--- src/rtl/ps2_host_tx.sv ---
// ps2_host_tx: PS/2 host-to-device command transmitter (request-to-send, shift, ack, timeout)
`timescale 1ns/1ps
module ps2_host_tx #(
  parameter int INHIBIT_CYC = 2500,
  parameter int RTS_CYC     = 8,
  parameter int TIMEOUT_CYC = 50000
) (
  input  logic       board_clk,
  input  logic       reset,
  input  logic [7:0] tx_data,
  input  logic       tx_valid,
  output logic       tx_ready,
  input  logic       ps2_clk_in,
  input  logic       ps2_data_in,
  output logic       ps2_clk_oe,
  output logic       ps2_data_oe,
  output logic       rx_inhibit,
  output logic       tx_done,
  output logic       tx_err
);
  localparam int CW = $clog2((INHIBIT_CYC > RTS_CYC ? INHIBIT_CYC : RTS_CYC) + 1);
  localparam int TW = $clog2(TIMEOUT_CYC + 1);
  typedef enum logic [2:0] {IDLE, INHIBIT, RTS, SHIFT, ACK, WAIT_IDLE} state_t;
  state_t        state;
  logic [2:0]    c_sync;
  logic [1:0]    d_sync;
  logic [9:0]    shreg;
  logic [3:0]    bit_cnt;
  logic [CW-1:0] cnt;
  logic [TW-1:0] tcnt;
  logic          nack;
  logic          fall;
  // sync flops idle high so leaving reset never fakes a falling edge
  assign fall = c_sync[2] & ~c_sync[1];
  always_ff @(posedge board_clk or negedge reset) begin
    if (!reset) begin
      state       <= IDLE;
      c_sync      <= '1;
      d_sync      <= '1;
      shreg       <= '0;
      bit_cnt     <= '0;
      cnt         <= '0;
      tcnt        <= '0;
      nack        <= 1'b0;
      tx_ready    <= 1'b1;
      ps2_clk_oe  <= 1'b0;
      ps2_data_oe <= 1'b0;
      rx_inhibit  <= 1'b0;
      tx_done     <= 1'b0;
      tx_err      <= 1'b0;
    end else begin
      c_sync  <= {c_sync[1:0], ps2_clk_in};
      d_sync  <= {d_sync[0], ps2_data_in};
      tx_done <= 1'b0;
      tx_err  <= 1'b0;
      case (state)
        IDLE: begin
          if (tx_valid && tx_ready) begin
            shreg      <= {1'b1, ~^tx_data, tx_data};
            bit_cnt    <= '0;
            cnt        <= '0;
            state      <= INHIBIT;
            ps2_clk_oe <= 1'b1;
            tx_ready   <= 1'b0;
            rx_inhibit <= 1'b1;
          end else begin
            tx_ready <= 1'b1;
          end
        end
        INHIBIT: begin
          if (cnt == CW'(INHIBIT_CYC - 1)) begin
            cnt         <= '0;
            state       <= RTS;
            ps2_data_oe <= 1'b1;
          end else begin
            cnt <= cnt + 1'b1;
          end
        end
        RTS: begin
          tcnt <= '0;
          if (cnt == CW'(RTS_CYC - 1)) begin
            state      <= SHIFT;
            ps2_clk_oe <= 1'b0;
          end else begin
            cnt <= cnt + 1'b1;
          end
        end
        default: begin
          // SHIFT, ACK and WAIT_IDLE all share the one timeout budget
          if (tcnt == TW'(TIMEOUT_CYC - 1)) begin
            state       <= IDLE;
            ps2_clk_oe  <= 1'b0;
            ps2_data_oe <= 1'b0;
            rx_inhibit  <= 1'b0;
            tx_err      <= 1'b1;
          end else begin
            tcnt <= tcnt + 1'b1;
            if (state == SHIFT && fall) begin
              if (bit_cnt == 4'd10) begin
                state       <= ACK;
                nack        <= d_sync[1];
                ps2_data_oe <= 1'b0;
              end else begin
                ps2_data_oe <= ~shreg[0];
                shreg       <= shreg >> 1;
                bit_cnt     <= bit_cnt + 1'b1;
              end
            end else if (state == ACK) begin
              state <= WAIT_IDLE;
            end else if (state == WAIT_IDLE && c_sync[1] && d_sync[1]) begin
              state      <= IDLE;
              rx_inhibit <= 1'b0;
              tx_done    <= ~nack;
              tx_err     <= nack;
            end
          end
        end
      endcase
    end
  end
endmodule

--- config.mk ---
export PLATFORM = sky130hd
export DESIGN_NAME = ps2_host_tx
export DESIGN_NICKNAME = d
export VERILOG_FILES = /design/src/rtl/ps2_host_tx.sv
export SDC_FILE = /design/constraint.sdc
export NUM_CORES = 1
export LEC_CHECK = 0
export CAP_MARGIN = 10
export CORE_MARGIN = 5
export CORE_UTILIZATION = 53
export CTS_CLUSTER_DIAMETER = 40
export CTS_CLUSTER_SIZE = 8
export DETAILED_ROUTE_END_ITERATION = 10
export GPL_TIMING_DRIVEN = 0
export PLACE_DENSITY_LB_ADDON = 0.05
export SLEW_MARGIN = 40
export SYNTH_ARGS = -nofsm -noshare
export SYNTH_HDL_FRONTEND = slang
export SYNTH_SLANG_ARGS = --single-unit
--- constraint.sdc ---
create_clock -name board_clk -period 2.25 [get_ports board_clk]
set_clock_uncertainty 0.2 [all_clocks]
set_input_delay 0.225 -clock board_clk [delete_from_list [all_inputs] [get_ports board_clk]]
set_output_delay 0.225 -clock board_clk [all_outputs]
set_load 0.02 [all_outputs]
# After elaboration in Yosys (flattened, before gate mapping)
# Index checks and enable logic that the tools add are counted.
# totals
regBits,57
latchBits,0
mem_bits_rw,0
mem_bits_ro,0
input_bits,13
output_inout_bits,6
word_cells,120
memories,0
# classes
n_addsub,3
mul,0
div,0
magnitude_cmp,0
n_eq_ne,19
shifts,0
n_mux,50
bitwise_logic,10
reduce_logical,24
# op_table
op,n
$mux 10,4
$mux 12,3
$pmux 12 s3,1
$pmux 16 s2,1
$mux 3,8
$mux 1,22
$pmux 10 s2,1
$add 16x1->16 const B,1
$eq 16x16->1 const B,1
$mux 16,1
$mux 4,4
$reduce_and 5->1,3
$add 12x1->12 const B,1
$eq 12x12->1 const B,1
$eq 12x3->1 const B,1
$reduce_bool 3->1,4
$not 1->1,9
$pmux 3 s3,1
$ne 2x2->1 const B,4
$pmux 4 s2,1
$reduce_and 4->1,2
$reduce_xnor 8->1,1
$reduce_bool 7->1,1
$eq 3x2->1 const B,2
17 further kinds,28

# Depth between registers and ports, before layout
# Gate-level depths: netlist of run 1.
# logic_depth
ltp_word,8
mapped_depth,9
mapped_depth_nobuf,7

# Worst setup path after synthesis of run 1
# Ideal clock, no wire load.
# synth_timing
path_kind,flip-flop to flip-flop
start,register tcnt[4]
end,register shreg[7]
setup_ns,0.143
arrival_ns,2.043
required_ns,1.907
slack_ns,-0.136
path_stages_with_launch,8
path_buffers,2
synth_period_minus_slack_ns,2.386
cell_sequence,dfrtp_1 -> or4_4 -> or4_4 -> buf_6 -> a21o_1 -> buf_6 -> o22ai_1 -> a21oi_1
# synth_via
elab_chain_len,3
# synth_lines
element,line,text
"start, declared",30,logic [TW-1:0] tcnt;
"start signal, assigned",97,tcnt <= tcnt + 1'b1;
$eq 16x16->1,90,if (tcnt == TW'(TIMEOUT_CYC - 1)) begin
$ne 2x1->1 (no source line),n/a,
$reduce_and 5->1 (no source line),n/a,
"end signal, assigned",59,"shreg <= {1'b1, ~^tx_data, tx_data};"
"end signal, assigned",105,shreg <= shreg >> 1;
"end, declared",27,logic [9:0] shreg;
# No other way between the ends.
# A chain may end at the register's enable or synchronous reset.

# Worst setup path after layout of run 1
# layout_timing
start,register tcnt[11]
end,register ps2_data_oe
# layout_via
elab_chain_len,3
elab_cells_between_ends,5
classes_between,eq/ne (1); mux (2); reduce/logical (2)
# layout_lines
element,line,text
$eq 16x16->1 (*),90,
$mux 1 / $reduce_bool 3->1 (equally long branches),n/a,
$pmux 1 s2 / $reduce_and 3->1 (equally long branches),n/a,
"end signal, assigned",104,ps2_data_oe <= ~shreg[0];
"end, declared",16,"output logic ps2_data_oe,"
# Mark *: on every way between the ends. The rest lies on a longest branch, timed or not.

==> flow_metrics.py, run 1 <==
metrics = {
    "outcome": {
        "outcome": "finished with violations",
        "violations": "setup timing",
    },
    "grt": {
        "grt_max_degree": 41,
        "antenna_found_initial": 0,
        "first_global_vias": 2616,
        "grt-ovfl-total": 0,
        "grt_pass1_wl_mm": 12.3,
        "grt_usage_pct": 21.0,
    },
    "yosys": {
        "synth_most_common_cell": "dfrtp_1",
        "synth_edf_count": 0,
        "yosys.area.top_type_share_pct": 41.1,
        "yosysTopAreaCell": "dfrtp_1",
        "synthFlopType": "dfrtp_1",
        "ys_types": 55,
        "syn_area_um2": 3100,
        "synth_seq_area_share_pct": 46.2,
        "synth_cells": 330,
        "syn_nets": 347,
        "synth_seq_cells": 57,
        "synth_common_cells": "dfrtp_1 (51), nor2_1 (41), a21oi_1 (26)",
        "yosys_warnings": 0,
        "syn_avg_cell_area_um2": 9.41,
        "async_reset_ff_share_pct": 100,
        "yosys-top-cells-area": "dfrtp_1 (41%), xnor2_1 (5.4%), dfstp_2 (5.1%), nor2_1 (5.0%), a21oi_1 (4.2%)",
    },
    "min_path": {
        "whs_path_depth": 1,
        "hp-start": "ps2_clk_in",
        "holdCritPathClass": "in -> reg",
        "holdPathEnd": "c_sync[0]$_DFF_PN1_",
    },
    "routing": {
        "avgRoutedWirePerCell_um": 16.6,
        "drc": 0,
        "drtPass1Iterations": 4,
        "dr.max_layer_used": "met4",
        "route.met2.wl_mm": 3.58,
        "met3_length_um": 436,
        "drt_iter0_markers": 163,
        "drt-met1-wl_mm": 3.39,
        "dr_total_vias": 2751,
        "avgViaCountPerCell": 6.07,
        "routed_wl_mm": 7.53,
        "ant_nets": 0,
    },
    "cts": {
        "clockBufferDepth": 2,
        "clk_latency_ns": 0.33,
        "htreeDepth": 3,
        "numCtsBuffers": 9,
        "clock_sinks": 57,
        "cts_root_buf": "clkbuf_8",
        "cts_tree": "built",
        "path_clk_slew_ns": 0.06,
    },
    "worst_setup_path": {
        "critPathMaxFanout": 6,
        "crit_path_end_kind": "register",
        "rrSetupSlack_ns": -0.10,
        "crit_path_start_kind": "register",
        "required_ns": 2.26,
        "path_class": "reg -> reg",
        "r2r.worst_path.cells": 6,
        "reg2reg_to": "ps2_data_oe$_DFFE_PN0P_",
        "r2r-start": "tcnt[11]$_DFFE_PN0P_",
        "arrival_ns": 2.36,
        "crit_start": "tcnt[11]$_DFFE_PN0P_",
    },
    "timing": {
        "max_freq_mhz": 425,
        "report.final.slew_viol_count": 0,
        "timing.final.ws_setup_ns": -0.102,
        "hold-worst-slack_ns": 0.104,
        "hold_viol": 0,
        "layout_worst_path_cycle_share_pct": 105,
        "setup_viol": 14,
        "min_period_ns": 2.35,
        "worstMarginPinSlew_ns": 0.529,
        "rsz0062_at_grt": "true",
        "slew_headroom_pct": 64.6,
    },
    "pwr": {
        "ir_drop_v": 0.000426,
        "finalPower_w": 0.00194,
        "powerDensity_nw_per_um2": 490,
        "p_leak_nw": 1.65,
    },
    "placement": {
        "pre_cts_ws_ns": -0.358,
        "io_buffer_count": 18,
        "gp_congestion": 0.847,
        "hpwlAfterDp_mm": 4.71,
    },
    "finish": {
        "area_growth_pct": 27.4,
        "final_core_util_pct": 70.5,
        "finalNetCount": 395,
        "drive_gt1_share_pct": 23.6,
        "n_antenna_cell": 0,
    },
    "die": {
        "die_w_um": 86.5,
        "initial_utilization_pct": 55.4,
        "die_y_um": 86.5,
        "coreArea_um2": 5610,
        "rows": 27,
        "die_area_um2": 7490,
        "ios": 19,
    },
    "run": {
        "maxCapViolCount": 0,
    },
}
[routing by layer]
metal | GRT usage (%) | up-vias
met1 | 28.2 | 1334
met2 | 32.3 | 105
met5 | 0 | -
met4 | 10.6 | 0
met3 | 3.99 | 16
li1 | - | 1296
[metrics by stage]
step	instance area, um^2	std cells	setup TNS, ns
2_1_floorplan	3110	330	-0.249
3_3_place_gp	3380	420	-61.67
3_5_place_dp	3400	421	-6.14
4_1_cts	3770	446	-0.437
5_1_grt	3960	453	-2.83
6_report	3960	453	-0.778
[final cells by class]
type                    instances  area (um^2)
well taps                      72         90.1
plain buffers                  17          101
repair buffers                 39          367
flip-flops and latches         57         1440
fillers                       444         1650
inverters                      15         56.3
multi-input cells             239         1740
clock buffers                  14          163
[logic make-up after synthesis]
family | after synthesis | synth area share [%]
and+or+nand+nor | 125 | 22.1
AOI/OAI and AO/OA | 83 | 17.3
xor gates and xnor gates | 25 | 7.05
buffers and inverters | 34 | 4.96
muxes | 2 | 0.725
DFF | 57 | 46.2
adders and majority gates | 4 | 1.61
[worst max-delay path by stage]
| stage | to | slack, ns | depth (start not counted) |
|---|---|---|---|
| 3_5_place_dp | shreg[5]$_DFFE_PN0P_ | -0.36 | 6 |
| 6_report | ps2_data_oe$_DFFE_PN0P_ | -0.10 | 6 |
| 3_3_place_gp | tcnt[6]$_DFFE_PN0P_ | -1.04 | 1 |
| 2_1_floorplan | shreg[7]$_DFFE_PN0P_ | -0.04 | 7 |
| 4_1_cts | shreg[6]$_DFFE_PN0P_ | -0.06 | 6 |
| 5_1_grt | shreg[8]$_DFFE_PN0P_ | -0.16 | 6 |
[worst max-delay path: stages (launching register included)]
cell and delay (ns):
dfrtp_1 0.40, or4_4 0.58, or4_4 0.51, buf_4 0.16, a31oi_1 0.17, o21ai_1 0.10, o311a_1 0.11
[repair_timing]
item,4_1_cts,5_1_grt
hold endpoints to repair,51,0
gates cloned,2,0
pin swaps,6,15
buffers inserted,10,7
setup endpoints to repair,47,49
hold buffers,1,0
resized for setup,27,36
[report_power, final]
group	internal (W)	leakage, nW	switching [W]
clock	0.000449	0.0826	0.000374
sequential	0.00103	0.719	0.00000357
combinational	0.0000384	0.847	0.0000408
[registers in the layout, indices dropped and copies added, names as in the netlist, 2 cells and up]
register,flops
tcnt,16
c_sync,3
bit_cnt,4
d_sync,2
shreg,10
cnt,12
state,3
[placed cells by master, fill, tap and decap left out, drive strengths merged, types with 6 or more instances in the layout]
cell	n
dfrtp	51
nor2	41
buf	27
a21oi	26
clkbuf	25
xnor2	19
nand2	18
clkdlybuf4s50	17
inv	15
nand3	12
o21ai	11
o22ai	10
nor3	8
nor4	8
nand4	7
xor2	6
dfstp	6
a211oi	6
No activity file was read; power rests on OpenSTA's default activity.
==> run 2: changes to the inputs <==
ABC_AREA = 1   (was not set)
CELL_PAD_IN_SITES_DETAIL_PLACEMENT = 1   (was not set)
CELL_PAD_IN_SITES_GLOBAL_PLACEMENT = 1   (was not set)
CORE_UTILIZATION = 40   (was 53)
==> flow_metrics.py, run 2 <==
metrics = {
    "outcome": {
        "outcome": "finished clean",
    },
    "routing": {
        "dr_total_vias": 3305,
        "avgRoutedWirePerCell_um": 15.8,
        "routed_wl_mm": 9.86,
        "drt_iter0_markers": 100,
        "drtPass1Iterations": 4,
        "avgViaCountPerCell": 5.30,
        "ant_nets": 0,
        "drc": 0,
    },
    "pwr": {
        "ir_drop_v": 0.000665,
        "powerDensity_nw_per_um2": 1070,
        "p_leak_nw": 1.88,
        "power.internal_w": 0.00260,
        "p_clk_share_pct": 27.5,
        "pwr-share-comb_pct": 38.9,
        "p_sw_share_pct": 40.6,
        "p_seq_share_pct": 33.6,
        "switching_power_w": 0.00178,
    },
    "yosys": {
        "syn_nets": 496,
        "async_reset_ff_share_pct": 100,
        "yosys_warnings": 0,
        "ys_types": 33,
        "synth_seq_area_share_pct": 40.8,
        "yosys.area.top_type_share_pct": 36.4,
        "synth_most_common_cell": "nand2_1",
        "syn_area_um2": 3510,
        "yosys-top-cells-area": "dfrtp_1 (36%), nand2_1 (15%), nand3_1 (8.3%), nor2_1 (4.9%), dfstp_2 (4.5%)",
        "synth_common_cells": "nand2_1 (142), nand3_1 (58), dfrtp_1 (51)",
        "synthFlopType": "dfrtp_1",
        "synth_seq_cells": 57,
        "syn_avg_cell_area_um2": 7.33,
        "yosysTopAreaCell": "dfrtp_1",
        "synth_cells": 479,
        "synth_edf_count": 0,
    },
    "die": {
        "initial_utilization_pct": 40.7,
        "die_area_um2": 10800,
        "ios": 19,
        "die_w_um": 104,
        "coreArea_um2": 8640,
        "die_y_um": 104,
        "rows": 34,
    },
    "cts": {
        "htreeDepth": 3,
        "cts_tree": "built",
        "numCtsBuffers": 9,
        "cts_root_buf": "clkbuf_8",
        "clockBufferDepth": 2,
        "path_clk_slew_ns": 0.07,
        "postCtsSetupBuffers": 0,
        "clk_latency_ns": 0.34,
        "clock_sinks": 57,
    },
    "worst_setup_path": {
        "crit_path_start_kind": "register",
        "required_ns": 2.28,
        "crit_path_end_kind": "register",
        "r2r.worst_path.cells": 9,
        "critPathMaxFanout": 10,
        "path_class": "reg -> reg",
        "arrival_ns": 2.15,
    },
    "finish": {
        "final_core_util_pct": 47.4,
        "biggestRegsByFlops": "tcnt: 16 flops, cnt: 12 flops, shreg: 10 flops",
        "top_register": "tcnt",
        "largest_register_ffs": 16,
        "mostFrequentLayoutCell": "nand2_1",
        "finalNetCount": 527,
        "area_growth_pct": 16.7,
        "layout_common_cells": "nand2_1 (142), nand3_1 (58), dfrtp_1 (51), nor2_1 (45), inv_1 (42)",
        "drive_gt1_share_pct": 11.8,
        "n_antenna_cell": 0,
    },
    "grt": {
        "grt_pass1_wl_mm": 17.0,
        "grt_max_degree": 32,
        "grt-ovfl-total": 0,
        "first_global_vias": 3373,
        "antenna_found_initial": 0,
        "grt_usage_pct": 19.1,
    },
    "run": {
        "maxCapViolCount": 0,
    },
    "timing": {
        "rsz0062_at_grt": "false",
        "layout_worst_path_cycle_share_pct": 94.1,
        "setup_tns_ns": 0,
        "slew_headroom_pct": 65.5,
        "report.final.slew_viol_count": 0,
        "max_freq_mhz": 472,
        "worstMarginPinSlew_ns": 0.513,
        "min_period_ns": 2.12,
        "setup_viol": 0,
        "hold_viol": 0,
    },
    "min_path": {
        "holdCritPathClass": "in -> reg",
        "whs_path_depth": 1,
    },
    "placement": {
        "hpwlAfterDp_mm": 7.46,
        "io_buffer_count": 18,
        "gp_congestion": 0.812,
    },
}
[run 2: cell types whose count changed after synthesis, moves of 6 or more]
| cell | previous run | this run |
|---|---|---|
| inv_1 | 15 | 42 |
| clkbuf_1 | 14 | 0 |
| o21ai_0 | 10 | 25 |
| xor2_1 | 6 | 15 |
| nand2_1 | 17 | 142 |
| a211oi_1 | 6 | 0 |
| buf_2 | 0 | 7 |
| o22ai_1 | 10 | 0 |
| nand4_1 | 7 | 14 |
| a21oi_1 | 26 | 7 |
| xnor2_1 | 19 | 4 |
| nand3_1 | 12 | 58 |
[run 2: final timing paths]
check | start | slack, ns | endpoint
setup / recovery | tcnt[0]$_DFFE_PN0P_ | 0.13 | shreg[5]$_DFFE_PN0P_
hold / removal | ps2_clk_in | 0.08 | c_sync[0]$_DFF_PN1_
setup reg to reg | tcnt[0]$_DFFE_PN0P_ | 0.13 | shreg[5]$_DFFE_PN0P_
hold reg to reg | d_sync[0]$_DFF_PN1_ | 0.16 | d_sync[1]$_DFF_PN1_
max in group asynchronous | reset | 1.11 | d_sync[0]$_DFF_PN1_
min in group asynchronous | reset | 0.15 | tcnt[12]$_DFFE_PN0P_
[run 2: logic make-up after synthesis]
| logic type | synth area share, % |
|---|---|
| AND/OR/NAND/NOR | 37.4 |
| XOR/XNOR | 4.74 |
| flip-flops | 40.8 |
| adder cells (fa/ha/maj) | 1.43 |
| buffers and inverters | 6.77 |
| AO/OA/AOI/OAI | 8.80 |
[run 2: through the flow]
| stage | std cells | area [um^2] | setup slack (ns) | power [W] | hold WS (ns) |
|---|---|---|---|---|---|
| after floorplan | 479 | 3510 | 0.456 | 0.00262 | -0.271 |
| after global placement | 605 | 3830 | -1.23 | 0.00314 | 0.146 |
| after detailed placement | 606 | 3840 | 0.0950 | 0.00321 | -0.0229 |
| after CTS | 623 | 4090 | 0.0842 | 0.00443 | 0.0806 |
| after global routing | 623 | 4100 | 0.0473 | 0.00470 | 0.0755 |
| final | 623 | 4100 | 0.133 | 0.00438 | 0.0847 |
[run 2: power groups by stage]
| stage | sequential (W) | combinational [W] | clock (W) |
|---|---|---|---|
| floorplan | 0.00147 | 0.00115 | 0 |
| global placement | 0.00148 | 0.00166 | 0 |
| detailed placement | 0.00149 | 0.00172 | 0 |
| CTS | 0.00147 | 0.00173 | 0.00123 |
| global route | 0.00150 | 0.00192 | 0.00128 |
| finish | 0.00147 | 0.00170 | 0.00120 |
[run 2: repair_timing]
action	CTS	global route
setup endpoints to repair	0	3
endpoints found under the hold margin	53	0
resized for setup	0	2
hold buffers	1	0
[run 2: layer usage]
| layer | wire [um] | share of wire, % | track usage, % | vias up |
|---|---|---|---|---|
| li1 | - | - | - | 1629 |
| met1 | 5070 | 51 | 27.5 | 1630 |
| met2 | 4440 | 45 | 29.5 | 36 |
| met3 | 231 | 2.3 | 3.11 | 10 |
| met4 | 119 | 1.2 | 5.37 | 0 |
| met5 | 0 | 0 | 0 | - |
[run 2: layout make-up]
cell class / count / area [um^2]
timing repair buffer: 20 / 208
sequential: 57 / 1430
inverter: 45 / 169
multi-input combinational: 367 / 1840
clock buffer: 13 / 149
fill: 1080 / 4540
tap: 108 / 135
buffer: 10 / 68.8
clock inverter: 3 / 90.1
[run 2: worst max-delay path, stage by stage (launching register included)]
cell and delay (ns):
dfrtp_1 0.45, ha_2 0.29, nand3_2 0.16, nor3_2 0.16, nand2_2 0.18, nand2_4 0.13, nand2_2 0.10, buf_6 0.17
o211ai_1 0.10, nand2_1 0.07
